## src/rtl/fft_pkg.sv

```systemverilog
// fft_pkg: shared FFT constants, reader state type and the 6-bit bit-reverse helper
package fft_pkg;
    localparam int FFT_N     = 64;
    localparam int FFT_LOG2N = 6;

    typedef enum logic {RD_IDLE, RD_READ} rd_state_t;

    function automatic logic [FFT_LOG2N-1:0] bitrev6(input logic [FFT_LOG2N-1:0] a);
        logic [FFT_LOG2N-1:0] r;
        for (int i = 0; i < FFT_LOG2N; i++) r[i] = a[FFT_LOG2N-1-i];
        return r;
    endfunction
endpackage

```

## src/rtl/fft_output_unit_if.sv

```systemverilog
// fft_output_unit_if: sample bus of the FFT output stage
//   data_in_en/re/im         : bit-reversed samples from the last butterfly (master -> slave)
//   data_out_valid/re/im/index/last : natural-order stream (slave -> master)
interface fft_output_unit_if #(
    parameter int WIDTH = 10
);
    logic                               data_in_en;
    logic [WIDTH-1:0]                   data_in_re;
    logic [WIDTH-1:0]                   data_in_im;
    logic                               data_out_valid;
    logic [WIDTH-1:0]                   data_out_re;
    logic [WIDTH-1:0]                   data_out_im;
    logic [fft_pkg::FFT_LOG2N-1:0]      data_out_index;
    logic                               data_out_last;

    modport master (
        output data_in_en, data_in_re, data_in_im,
        input  data_out_valid, data_out_re, data_out_im, data_out_index, data_out_last
    );
    modport slave (
        input  data_in_en, data_in_re, data_in_im,
        output data_out_valid, data_out_re, data_out_im, data_out_index, data_out_last
    );
endinterface

```

## src/rtl/fft_reorder_ram.sv

```systemverilog
// fft_reorder_ram: two-bank reorder memory, one write port, one synchronous read port
//   clk     : clock
//   i_we    : write enable
//   i_waddr : {bank, index} write address
//   i_wdata : {re, im} write data
//   i_raddr : {bank, index} read address
//   o_rdata : registered read data
module fft_reorder_ram
    import fft_pkg::*;
#(
    parameter int WIDTH = 10
) (
    input  logic                   clk,
    input  logic                   i_we,
    input  logic [FFT_LOG2N:0]     i_waddr,
    input  logic [2*WIDTH-1:0]     i_wdata,
    input  logic [FFT_LOG2N:0]     i_raddr,
    output logic [2*WIDTH-1:0]     o_rdata
);
    logic [2*WIDTH-1:0] r_mem [2*FFT_N];

    always_ff @(posedge clk) begin
        if (i_we) r_mem[i_waddr] <= i_wdata;
        o_rdata <= r_mem[i_raddr];
    end
endmodule

```

## src/rtl/fft_output_unit.sv

```systemverilog
// fft_output_unit: ping-pong reorder of bit-reversed FFT results into a natural-order stream
//   clk   : clock, rising edge
//   rst_n : asynchronous active-low reset
//   bus   : fft_output_unit_if.slave (data_in_* in, data_out_* out)
//   FFT_OUT_BITREV_EN defined   : write address is bitrev6(wc), output in natural order
//   FFT_OUT_BITREV_EN undefined : write address is wc, output in arrival order
module fft_output_unit
    import fft_pkg::*;
#(
    parameter int WIDTH = 10
) (
    input  logic             clk,
    input  logic             rst_n,
    fft_output_unit_if.slave bus
);
    rd_state_t              r_state, w_state;
    logic [FFT_LOG2N-1:0]   r_wc, w_wc, r_rc, w_rc, r_idx1, w_wa, r_out_idx;
    logic                   r_wb, w_wb, r_rd_bank, w_rd_bank, r_pend, w_pend, r_pend_bank, w_pend_bank;
    logic                   r_v1, r_out_valid, r_out_last, w_launch;
    logic [WIDTH-1:0]       r_out_re, r_out_im;
    logic [2*WIDTH-1:0]     w_rdata;

    assign w_launch = bus.data_in_en && (&r_wc);

`ifdef FFT_OUT_BITREV_EN
    assign w_wa = bitrev6(r_wc);
`else
    assign w_wa = r_wc;
`endif

    fft_reorder_ram #(.WIDTH(WIDTH)) u_ram (
        .clk     (clk),
        .i_we    (bus.data_in_en),
        .i_waddr ({r_wb, w_wa}),
        .i_wdata ({bus.data_in_re, bus.data_in_im}),
        .i_raddr ({r_rd_bank, r_rc}),
        .o_rdata (w_rdata)
    );

    always_comb begin
        w_wc        = bus.data_in_en ? r_wc + 1'b1 : r_wc;
        w_wb        = r_wb ^ w_launch;
        w_state     = r_state;
        w_rc        = r_rc;
        w_rd_bank   = r_rd_bank;
        w_pend      = r_pend;
        w_pend_bank = r_pend_bank;
        // A frame boundary is either idle or the last read of a burst; a launch here starts with no gap.
        if (r_state == RD_IDLE || (&r_rc)) begin
            w_rc = '0;
            if (r_pend) begin
                w_state     = RD_READ;
                w_rd_bank   = r_pend_bank;
                w_pend      = w_launch;
                w_pend_bank = r_wb;
            end else if (w_launch) begin
                w_state   = RD_READ;
                w_rd_bank = r_wb;
            end else begin
                w_state = RD_IDLE;
            end
        end else begin
            w_rc = r_rc + 1'b1;
            if (w_launch) begin
                w_pend      = 1'b1;
                w_pend_bank = r_wb;
            end
        end
    end

    always_ff @(posedge clk or negedge rst_n) begin
        if (!rst_n) begin
            r_state     <= RD_IDLE;
            r_wc        <= '0;
            r_wb        <= 1'b0;
            r_rc        <= '0;
            r_rd_bank   <= 1'b0;
            r_pend      <= 1'b0;
            r_pend_bank <= 1'b0;
            r_v1        <= 1'b0;
            r_idx1      <= '0;
            r_out_valid <= 1'b0;
            r_out_re    <= '0;
            r_out_im    <= '0;
            r_out_idx   <= '0;
            r_out_last  <= 1'b0;
        end else begin
            r_state     <= w_state;
            r_wc        <= w_wc;
            r_wb        <= w_wb;
            r_rc        <= w_rc;
            r_rd_bank   <= w_rd_bank;
            r_pend      <= w_pend;
            r_pend_bank <= w_pend_bank;
            r_v1        <= (r_state == RD_READ);
            r_idx1      <= r_rc;
            r_out_valid <= r_v1;
            if (r_v1) begin
                {r_out_re, r_out_im} <= w_rdata;
                r_out_idx            <= r_idx1;
                r_out_last           <= &r_idx1;
            end
        end
    end

    assign bus.data_out_valid = r_out_valid;
    assign bus.data_out_re    = r_out_re;
    assign bus.data_out_im    = r_out_im;
    assign bus.data_out_index = r_out_idx;
    assign bus.data_out_last  = r_out_last;
endmodule
```

## src/flat_wrapper.sv

```systemverilog
// flat-port wrapper written by rule: the top's interface ports become plain ports
module fft_output_unit_flat import fft_pkg::*;
#(
    parameter int WIDTH = 10
)
  (clk, rst_n, bus_data_in_en, bus_data_in_re, bus_data_in_im, bus_data_out_valid, bus_data_out_re, bus_data_out_im, bus_data_out_index, bus_data_out_last);
  fft_output_unit_if #(.WIDTH(WIDTH)) bus_i ();
  input  logic clk;
  input  logic rst_n;
  input wire logic [$bits(bus_i.data_in_en)-1:0] bus_data_in_en;
  input wire logic [$bits(bus_i.data_in_re)-1:0] bus_data_in_re;
  input wire logic [$bits(bus_i.data_in_im)-1:0] bus_data_in_im;
  output wire logic [$bits(bus_i.data_out_valid)-1:0] bus_data_out_valid;
  output wire logic [$bits(bus_i.data_out_re)-1:0] bus_data_out_re;
  output wire logic [$bits(bus_i.data_out_im)-1:0] bus_data_out_im;
  output wire logic [$bits(bus_i.data_out_index)-1:0] bus_data_out_index;
  output wire logic [$bits(bus_i.data_out_last)-1:0] bus_data_out_last;
  assign bus_i.data_in_en = bus_data_in_en;
  assign bus_i.data_in_re = bus_data_in_re;
  assign bus_i.data_in_im = bus_data_in_im;
  assign bus_data_out_valid = bus_i.data_out_valid;
  assign bus_data_out_re = bus_i.data_out_re;
  assign bus_data_out_im = bus_i.data_out_im;
  assign bus_data_out_index = bus_i.data_out_index;
  assign bus_data_out_last = bus_i.data_out_last;
  fft_output_unit #(.WIDTH(WIDTH)) u_core (.clk(clk), .rst_n(rst_n), .bus(bus_i));
endmodule
```

## config.mk

```make
export PLATFORM = sky130hd
export DESIGN_NAME = fft_output_unit_flat
export DESIGN_NICKNAME = d
export VERILOG_FILES = /design/src/rtl/fft_pkg.sv /design/src/rtl/fft_output_unit_if.sv /design/src/rtl/fft_reorder_ram.sv /design/src/rtl/fft_output_unit.sv /design/src/flat_wrapper.sv
export SDC_FILE = /design/constraint.sdc
export NUM_CORES = 2
export LEC_CHECK = 0
export BUFFER_PORTS_ARGS = -buffer_cell sky130_fd_sc_hd__buf_2
export CORE_ASPECT_RATIO = 0.9
export CORE_MARGIN = 4
export CORE_UTILIZATION = 50
export DETAILED_ROUTE_END_ITERATION = 7
export PLACE_DENSITY = 0.63
export SETUP_SLACK_MARGIN = 0.5
export SLEW_MARGIN = 15
export SYNTH_ARGS = -nofsm -noshare
export SYNTH_HDL_FRONTEND = slang
export SYNTH_SLANG_ARGS = --single-unit
```

## constraint.sdc

```tcl
create_clock -name clk -period 3.3 [get_ports clk]
set_clock_uncertainty 0.2 [all_clocks]
set_input_delay 0.66 -clock clk [delete_from_list [all_inputs] [get_ports clk]]
set_output_delay 0.66 -clock clk [all_outputs]
set_load 0.01 [all_outputs]
```

Word level (Yosys, flattened, before mapping):

Memories as Yosys holds them, arrays and structs flattened. A register that Yosys moved wholly into a read port is not among the register bits.
Cells that the tools add are included.

* bits in registers: 52
* bits in writable memories: 2560
* input port bits: 23
* output and inout port bits: 28
* word-level logic and storage cells: 41
* memories kept: 1

Memories
* u_core.u_ram.r_mem: depth 128, bits a word 20, rd ports 1, clocked after memory_dff 1, write ports 1, line fft_reorder_ram.sv:20 `logic [2*WIDTH-1:0] r_mem [2*FFT_N];`

* add/subtract/negate cells: 2
* equality and inequality tests: 1
* multiplexer cells: 12
* bitwise operators: 2
* reduce and logical (&&, ||, !) cells: 9

Operators with widths (number)
* 6-bit AND reduction: 3
* 6-bit by 1-bit adder with 6-bit output (second input constant): 2
* 1-bit two-way mux: 11
* 6-bit two-way mux: 1
* 2-bit AND reduction: 2
* 2-bit nonzero test: 2
* 2-bit by 1-bit != test with 1-bit output (second input constant): 1
* 1-bit logical AND: 1
* 1-bit logical OR: 1
* 1-bit inverter: 1
* 1-bit bitwise XOR: 1

Depth between registers and ports, before layout:

* word-level depth: 4
* gate-level depth with buffers: 12
* gate-level depth less buffers: 6

Cells and area by module:

From an unflattened synthesis, not the netlist that was laid out.

* cells, all modules: 3938
* area total of the unflattened synthesis: 99908.3 um2

By module, submodules not included
* fft_reorder_ram: times used 1, cells each 3812, area an instance 97956.4 um2, seq. area each 77274.1 um2
* fft_output_unit: times used 1, cells each 126, area an instance 1951.9 um2, seq. area each 1301.2 um2

Worst setup path after synthesis:

Ideal clock, no wire load.

* path kind: input to register
* start point: input bus_data_in_en
* end point: memory u_core.u_ram.r_mem[98][0] (netlist bit) (enable)
* setup time: 422 ps
* arrival: 2727 ps
* required time: 2678 ps
* slack: -49 ps
* stages on the path: 3
* buffers on the path: 1
* path through: clkbuf_1 > nand4_1 > nor3_1

* cells in the longest elaborated chain, start to end: 2

RTL lines
* start, declared: line flat_wrapper.sv:10 `input wire logic [$bits(bus_i.data_in_en)-1:0] bus_data_in_en;`
* 1-bit two-way mux: line fft_reorder_ram.sv:23 `if (i_we) r_mem[i_waddr] <= i_wdata;`
* 1-bit two-way mux (implied by the code): line fft_reorder_ram.sv:23
* end, declared: line fft_reorder_ram.sv:20

Every way passes these cells.

==> metrics.txt <==
status finished, final reports clean; CP Cell Sequence nor2b_2 -> buf_4 -> buf_4 -> o221ai_1 -> a21oi_1 -> o31ai_4 -> buf_4 -> o221ai_1 -> o21ai_1; top fanout value on the critical path 16; Ports 51; DR vias 53722; cts bufs inserted 280; buffer and inverter count on the worst path 3; cell count after synthesis 4698; r2r endpoint u_core.u_ram.o_rdata[6]; Clock Sinks 2632; Sw Share 21.10%; first-pass iteration count of the detailed router 5; H-Tree Depth 5; Die H 435.4 microns; Final ANT Viol Nets 0; hold endpoint u_core.u_ram.r_mem[5][10]; Clock Pin Slew Worst Setup and Hold Paths 0.06 ns; vias in the first global route 51628; CP top delay family compound AO/OA/AOI/OAI gates; Hold Path Origin bus_data_in_re[0]; setup TNS 0 ns; fillers 14278; synthesized cell area 101500 sq um; critical path arrival 3.71 ns; commonest non-fill, non-tap cell in the layout edfxtp_1; core region area 201400 sq um; post-synthesis mux area share 15.67%; Die X 482.9 microns; final worst path period share 94.63%; WL final 293.9 mm; r2r startpoint u_core.r_rc[5]; Post-Synth Adder-Cell Area 0.02466%; flops & latches, synth 2632; FP Rows 156; initial antenna violation count 12; non-filler instance count after layout 8269; Synth Area in Compound Gates 2.994%; cell total after placement 7656; Fin. Hold Viols 0; crit path max-delay cell type a21oi_1; Worst Max-Slew Pin Slew 1.007 ns; layout cells sized above 1 33.85%; port bufs 50; clock tree buffer depth 4; R2R setup slack 0.18 ns; largest net degree at the start of global routing 129; Peak VDD IR 522.5 uV; WHS 0.05046 ns; Slew Viols, Final 0; Final GP Congestion 0.8906; Setup CP Type reg -> reg; sequential power share 54.2%; dominant synthesized flop cell edfxtp_1; Starting Density 50.38%; Pleak 40.41 nW; DP Area 108800 sq um; Syn-to-layout area delta 18.43%; Worst-Skew Late Latency 0.94 ns; PwrDens 576.7 nW/um^2; GRT Overall Usage 27.81%; Worst setup SP type register; setup violators final 0; Design Area, Final 120200 sq um; CP max stage delay 0.69 ns; Final Total Pwr 69.30 mW; DRC violations left 0; sequential area share after synthesis 77.43%; Combinational Power Share 3.8%; Die ar. 210200 sq um; Synth Net Count 4723; Clk network pwr share 42.0%; Layout Nets 5413; largest family of logic cells by synthesized area multiplexers; total grt overflow 0; relative slew slack 32.85%; number of synthesized flops with an enable pin 2560; RSZ-0062 raised after global routing yes; Avg Cell Area, Syn 21.60 sq um; most used cell, CP buf_4; Worst Reg-to-Reg Cells 9; Hold WC Path Type in -> reg; TritonCTS clock tree done; Hold Crit Depth 1; DR iter-0 viols 8049; post-synthesis xor/xnor area fraction 0.08631%; global-route wire length before repair 409.1 mm; synth warn 0; Async S/R FF share, synth 1.976%; Vias/cell 6.497; Final min period 3.123 ns; worst endpoint required time 3.89 ns; # Max-Cap Violations 0; Yosys cell types 71; clock root cell clkbuf_16; P_int 54.68 mW; Switch Pwr 14.63 mW; most frequent cells in the layout edfxtp_1, mux4_2, buf_4; hpwl dp 177.6 mm; WL per Instance 35.54 microns; fmax 320.2 MHz; post-synthesis simple-gate area fraction 2.002%; nature of the critical path endpoint register
[power by group through the flow]
stage / clock network (mW) / logic [mW] / registers (mW)
after floorplan: 0 / 0.919 / 38.2
after global placement: 0 / 2.50 / 38.2
after detailed placement: 0 / 2.55 / 38.3
after CTS: 29.5 / 2.57 / 37.6
after global routing: 30.9 / 2.71 / 37.6
final: 29.1 / 2.62 / 37.6
[worst register-to-register path, delay by kind of cell (launching register included)]
family                 cells  cell delay [ns]
and+or+nand+nor            1             0.31
AOI/OAI and AO/OA          5             1.22
DFF                        1             0.62
buffers and inverters      3             0.67
[registers in the layout, summed over array words and instances (netlist names), 6 cells and up]
signal,count
u_core.u_ram.r_mem,2560
u_core.u_ram.o_rdata,20
u_core.bus.data_out_im,10
u_core.bus.data_out_re,10
u_core.bus.data_out_index,6
u_core.r_idx1,6
u_core.r_rc,6
u_core.r_wc,6
[worst max-delay path by stage]
| stage | start | end | depth (start not counted) |
|---|---|---|---|
| floorplan | bus_data_in_en | u_core.u_ram.r_mem[98][0] | 3 |
| global placement | u_core.r_rc[0] | u_core.u_ram.o_rdata[5] | 8 |
| detailed placement | u_core.r_rc[0] | u_core.u_ram.o_rdata[5] | 8 |
| CTS | u_core.r_rc[0] | u_core.u_ram.o_rdata[5] | 9 |
| global route | u_core.r_rc[0] | u_core.u_ram.o_rdata[0] | 9 |
| finish | u_core.r_rc[5] | u_core.u_ram.o_rdata[6] | 9 |
[synthesized netlist by cell type (all sizes together), types with 50 or more instances]
cell,instances,share of area [%]
o221ai,105,0.91
clkbuf,106,0.41
o22ai,68,0.42
dfrtp,52,1.3
a21oi,79,0.39
nor2,163,0.60
o21ai,51,0.25
mux2i,269,2.7
nand2,170,0.63
mux4,560,12
buf,161,1.3
mux2,50,0.55
edfxtp,2560,76
[repair_timing]
action / in CTS / in global routing
hold buffers: 11 / 0
gates cloned: 16 / 5
hold endpoints to repair: 197 / 0
buffers inserted: 57 / 47
resized for setup: 164 / 117
setup endpoints to repair: 71 / 122
pin swaps: 24 / 34
[per-layer routing]
| metal | part of all wire, % | GRT usage [%] | vias to the layer above |
|---|---|---|---|
| met2 | 44 | 39.74 | 3340 |
| met5 | 0 | 0 | - |
| met4 | 3.6 | 8.964 | 0 |
| li1 | - | - | 21154 |
| met3 | 12 | 6.950 | 543 |
| met1 | 40 | 42.38 | 28685 |
[stage by stage]
stage / setup slack [ns] / utilization (%)
after floorplan: -0.04874 / -
after global placement: -0.1410 / 54.00
after detailed placement: -0.1521 / 54.00
after CTS: 0.2104 / 59.11
after global routing: 0.1452 / 59.65
final: 0.1772 / 59.66
[logic make-up after synthesis]
| kind of cell | after synthesis |
|---|---|
| flops | 2632 |
| buf+inv | 277 |
| mux | 879 |
| simple gates | 471 |
| xor+xnor | 10 |
| fa+ha+maj | 2 |
| compound gates | 427 |
[layout make-up]
| type | count | area [sq um] | share of cell area (%) |
|---|---|---|---|
| Multi-Input combinational cell | 1789 | 22420 | 18.65 |
| Clock buffer | 379 | 7610 | 6.332 |
| Timing Repair Buffer | 677 | 7483 | 6.227 |
| Inverter | 8 | 41.29 | 0.03436 |
| Sequential cell | 2632 | 78600 | 65.40 |
| Clock inverter | 90 | 646.9 | 0.5383 |
| Tap cell | 2686 | 3361 | 2.797 |
| Antenna cell | 8 | 20.02 | 0.01666 |
(Power assumes the default switching activity.)
